**src/rtl/mem_arbiter.sv**
```systemverilog
// Arbitrates the single-ported RAM between the icache and dcache miss paths.
// Data-cache block pairs are kept together; icache starvation is bounded by a saturating counter.
module mem_arbiter #(
    parameter int STARVE_MAX = 8,
    parameter int CW         = 4
) (
    input  logic        CLK,
    input  logic        RST,
    input  logic        iREN,
    input  logic [31:0] iaddr,
    output logic        iwait,
    output logic [31:0] iload,
    input  logic        dREN,
    input  logic        dWEN,
    input  logic [31:0] daddr,
    input  logic [31:0] dstore,
    output logic        dwait,
    output logic [31:0] dload,
    output logic        ramREN,
    output logic        ramWEN,
    output logic [31:0] ramaddr,
    output logic [31:0] ramstore,
    input  logic [31:0] ramload,
    input  logic [1:0]  ramstate,
    output logic        mem_err
);

    typedef enum logic [1:0] {IDLE, IGNT, DGNT, DHOLD} state_t;

    localparam logic [1:0]    RAM_ACCESS = 2'd2;
    localparam logic [1:0]    RAM_ERROR  = 2'd3;
    localparam logic [CW-1:0] STARVE_LIM = CW'(STARVE_MAX);

    state_t        state;
    state_t        next_state;
    logic [CW-1:0] starve_cnt;
    logic          dreq;
    logic          starved;
    logic          access;

    assign dreq    = dREN || dWEN;
    assign starved = (starve_cnt == STARVE_LIM);
    assign access  = (ramstate == RAM_ACCESS);

    // Both caches see the RAM bus; each samples only on its own completion cycle.
    assign iload = ramload;
    assign dload = ramload;

    always_ff @(posedge CLK or posedge RST) begin
        if (RST) begin
            state <= IDLE;
        end else begin
            state <= next_state;
        end
    end

    // The counter only saturates; preemption is applied solely from IDLE.
    always_ff @(posedge CLK or posedge RST) begin
        if (RST) begin
            starve_cnt <= '0;
            mem_err    <= 1'b0;
        end else begin
            if (!iREN) begin
                starve_cnt <= '0;
            end else if (state == IGNT) begin
                if (access) begin
                    starve_cnt <= '0;
                end
            end else if (!starved) begin
                starve_cnt <= starve_cnt + 1'b1;
            end

            if ((state == IGNT || state == DGNT) && ramstate == RAM_ERROR) begin
                mem_err <= 1'b1;
            end
        end
    end

    always_comb begin
        next_state = state;
        ramREN     = 1'b0;
        ramWEN     = 1'b0;
        ramaddr    = '0;
        ramstore   = '0;
        iwait      = 1'b1;
        dwait      = 1'b1;

        case (state)
            IDLE: begin
                if (iREN && starved) begin
                    next_state = IGNT;
                end else if (dreq) begin
                    next_state = DGNT;
                end else if (iREN) begin
                    next_state = IGNT;
                end
            end

            IGNT: begin
                if (iREN) begin
                    ramREN  = 1'b1;
                    ramaddr = iaddr;
                end
                if (access) begin
                    iwait      = 1'b0;
                    next_state = IDLE;
                end else if (!iREN) begin
                    next_state = IDLE;
                end
            end

            DGNT: begin
                // A simultaneous read and write is treated as a write.
                if (dreq) begin
                    ramWEN   = dWEN;
                    ramREN   = dREN && !dWEN;
                    ramaddr  = daddr;
                    ramstore = dstore;
                end
                if (access) begin
                    dwait      = 1'b0;
                    next_state = daddr[2] ? IDLE : DHOLD;
                end else if (!dreq) begin
                    next_state = IDLE;
                end
            end

            DHOLD: begin
                next_state = (dreq && daddr[2]) ? DGNT : IDLE;
            end

            default: begin
                next_state = IDLE;
            end
        endcase
    end

endmodule

```
**config.mk**
```make
export PLATFORM = sky130hd
export DESIGN_NAME = mem_arbiter
export DESIGN_NICKNAME = d
export VERILOG_FILES = /design/src/rtl/mem_arbiter.sv
export SDC_FILE = /design/constraint.sdc
export NUM_CORES = 1
export LEC_CHECK = 0
export ABC_AREA = 1
export CAP_MARGIN = 5
export CORE_AREA = 2 2 103 105
export CTS_CLUSTER_DIAMETER = 100
export DETAILED_ROUTE_END_ITERATION = 8
export DIE_AREA = 0 0 105 107
export PLACE_DENSITY_LB_ADDON = 0.08
export SLEW_MARGIN = 20
export SYNTH_ARGS = -nofsm -noshare
export SYNTH_HDL_FRONTEND = slang
export SYNTH_SLANG_ARGS = --single-unit
```
**constraint.sdc**
```tcl
create_clock -name CLK -period 1.9 [get_ports CLK]
set_input_delay 0.38 -clock CLK [delete_from_list [all_inputs] [get_ports CLK]]
set_output_delay 0.38 -clock CLK [all_outputs]
set_load 0.02 [all_outputs]
```
==> results by group <==
Place
  – Routability cong.: 0.770
  – DP Area: 0.00350 mm²
  – Port bufs: 171
  – Dpl ws: -0.610 ns
  – Hpwl dp: 6950 µm

Run status
  – Failing checks: setup timing
  – Status: finished, violations left

Timing
  – Clock skew: 0.00554 ns
  – Final Hold Vio Count: 0
  – Post-route worst setup slack: -0.0635 ns
  – Min cycle time layout: 1.96 ns
  – RSZ-0062 raised after global routing: true
  – Slew Viols, Final: 0
  – FMAX: 509 MHz
  – Final hold slack: 0.382 ns
  – Worst Max-Slew Pin Slew: 0.288 ns
  – Relative slew slack: 0.807
  – Final setup viols: 64
  – Final period util: 1.03

Worst setup path
  – Type of origin of the critical path: flop
  – Crit path required time: 1.52 ns
  – Setup CP Type: flop to primary output
  – Slowest Stage Delay on Critical Path: 0.42 ns
  – CP Capture Type: primary output
  – Family with the most delay on the worst path: buffers and inverters
  – CP cell instances: inv_2 > ha_4 > nand2_8 > clkinv_8 > buf_12 > nand2_2 > a21oi_2 > buf_4
  – Critical-path top delay cell: dfrtp_1
  – Critical path arrival: 1.58 ns
  – Worst path bufs/invs: 4
  – Worst-path fanout max: 7

CTS
  – Worst-path clk slew: 0.04 ns
  – Worst-Skew Late Latency: 0.23 ns
  – CTS Hold Buffers Added: 0
  – Clock Tree Root: clkbuf_8
  – Clk buf depth: 2
  – CTS tree: done
  – Total CTS buffers: 3
  – Sink Count: 7
  – H-Tree Depth: 1

Routing
  – WL met2: 5220 µm
  – Drt first pass iters: 4
  – 1st-iter DRT viols: 89
  – Drc violations: 0
  – Final WL: 9260 µm
  – Wire per inst: 15.3 µm
  – Top layer in use: met4
  – Via/cell ratio: 4.00
  – M1 wire length: 3320 µm
  – Final ANT Viol Nets: 0
  – Met3 Routed Length: 657 µm
  – Vias after detailed routing: 2416

Finish
  – Synthesis-to-layout area growth: 110%
  – # fillers: 1099
  – Commonest non-fill, non-tap cell in the layout: clkdlybuf4s50_1
  – Post-layout util: 0.409
  – Final-stage net count: 611
  – # diodes: 0
  – Commonest cells after routing, fill and taps aside: clkdlybuf4s50_1 (100), nand2_1 (57), buf_4 (54), inv_1 (44), buf_6 (43)
  – Share of cells above drive strength 1: 0.476
  – Storage cell area: 175 µm²
  – Multi-input gate area: 0.00134 mm²
  – Design area: 0.00412 mm²

Logic synthesis
  – FF+latch count, synth: 7
  – Sequential area share after synthesis: 0.0890
  – Synth cell types: 23
  – Synthesis Warnings: 0
  – Avg Inst Size Synth: 6.04 µm²
  – Synth top area share: 0.244
  – Synth Instances: 326
  – Syn_nets: 468
  – Synthesized cell area: 0.00197 mm²
  – Top post-synthesis cells by area: buf_4 (24%), nand2_1 (13%), a21oi_2 (9.8%)
  – Dominant cell type by area after synthesis: buf_4

Global routing
  – Pin count of the biggest net entering global routing: 33
  – Global route overflow: 0
  – Initial antenna violation count: 0
  – Total track usage: 0.149
  – First-pass GRT wire length: 13400 µm
  – Vias in the first global route: 2385

Die
  – Initial core utilization: 0.195
  – IO Count: 268
  – Die X: 105 µm
  – Number of cell rows: 37
  – Die height: 107 µm
  – Die area: 0.0112 mm²
  – Core Area: 0.0101 mm²

Hold path
  – Min-delay worst type: input port to asynchronous set/reset pin

Power and ir drop
  – LEAKAGE: 1.90 nW
  – P per Cell Area: 1060 mW/mm²
  – Max rail drop VDD: 761 µV

Job
  – Max-cap check violation count: 0
## cells in the mapped netlist (all sizes together)
library cell / number
a21oi: 36
a31o: 1
buf: 75
clkbuf: 1
dfrtp: 7
ha: 7
inv: 51
nand2: 93
nand3: 9
nand4: 5
nor2: 36
o21ai: 4
or2: 1
## per-layer routing
layer	up-vias	GRT usage
met1	1092	0.163
met5	-	0
met3	10	0.0383
met2	107	0.289
li1	1207	-
met4	0	0.0305
## through the flow
stage                     total power, mW  cells  setup TNS, ns
final                                4.36    604          -2.33
after global routing                 4.67    604          -7.76
after CTS                            3.88    598          -3.35
after detailed placement             3.30    582         -36.67
after global placement               3.31    582         -36.54
after floorplan                      2.04    326              0
## flip-flops by register name (all words and copies together), names as in the netlist
name,count
mem_err,1
state,2
starve_cnt,4
## final cells by class
type / count / area share
clock buffer: 3 / 0.0100
clock inverter: 1 / 0.00121
multi-input combinational: 192 / 0.324
sequential: 7 / 0.0425
inverter: 51 / 0.0513
timing repair buffer: 214 / 0.530
tap: 136 / 0.0413
## repair_timing
item	4_1_cts	5_1_grt
buffers inserted	8	5
pin swaps	10	15
endpoints found under the setup margin	68	68
gates cloned	4	3
resized for setup	324	147
## final timing paths
path | startpoint | endpoint | slack, ns | cells past startpoint
max | state[0] | ramaddr[26] | -0.06 | 8
min | RST | starve_cnt[2] | 0.38 | 2
max reg2reg | state[0] | state[1] | 0.30 | 10
min reg2reg | mem_err | mem_err | 0.48 | 1
max in group asynchronous | RST | state[0] | 1.30 | 2
min in group CLK | mem_err | mem_err | 0.48 | 1
## logic make-up after synthesis
| group | synth area share |
|---|---|
| adders and majority gates | 0.0445 |
| DFF | 0.0890 |
| buffers and inverters | 0.397 |
| AOI/OAI and AO/OA | 0.150 |
| and+or+nand+nor | 0.320 |
## report_power, final
group          leakage (nW)  switching [mW]  internal, mW  total (mW)
combinational          1.78            2.07          1.84        3.91
clock                0.0255          0.0641         0.142       0.206
sequential           0.0871          0.0528         0.196       0.249
total                  1.90            2.19          2.17        4.36
Note: power is estimated with default switching activity, not from simulation.
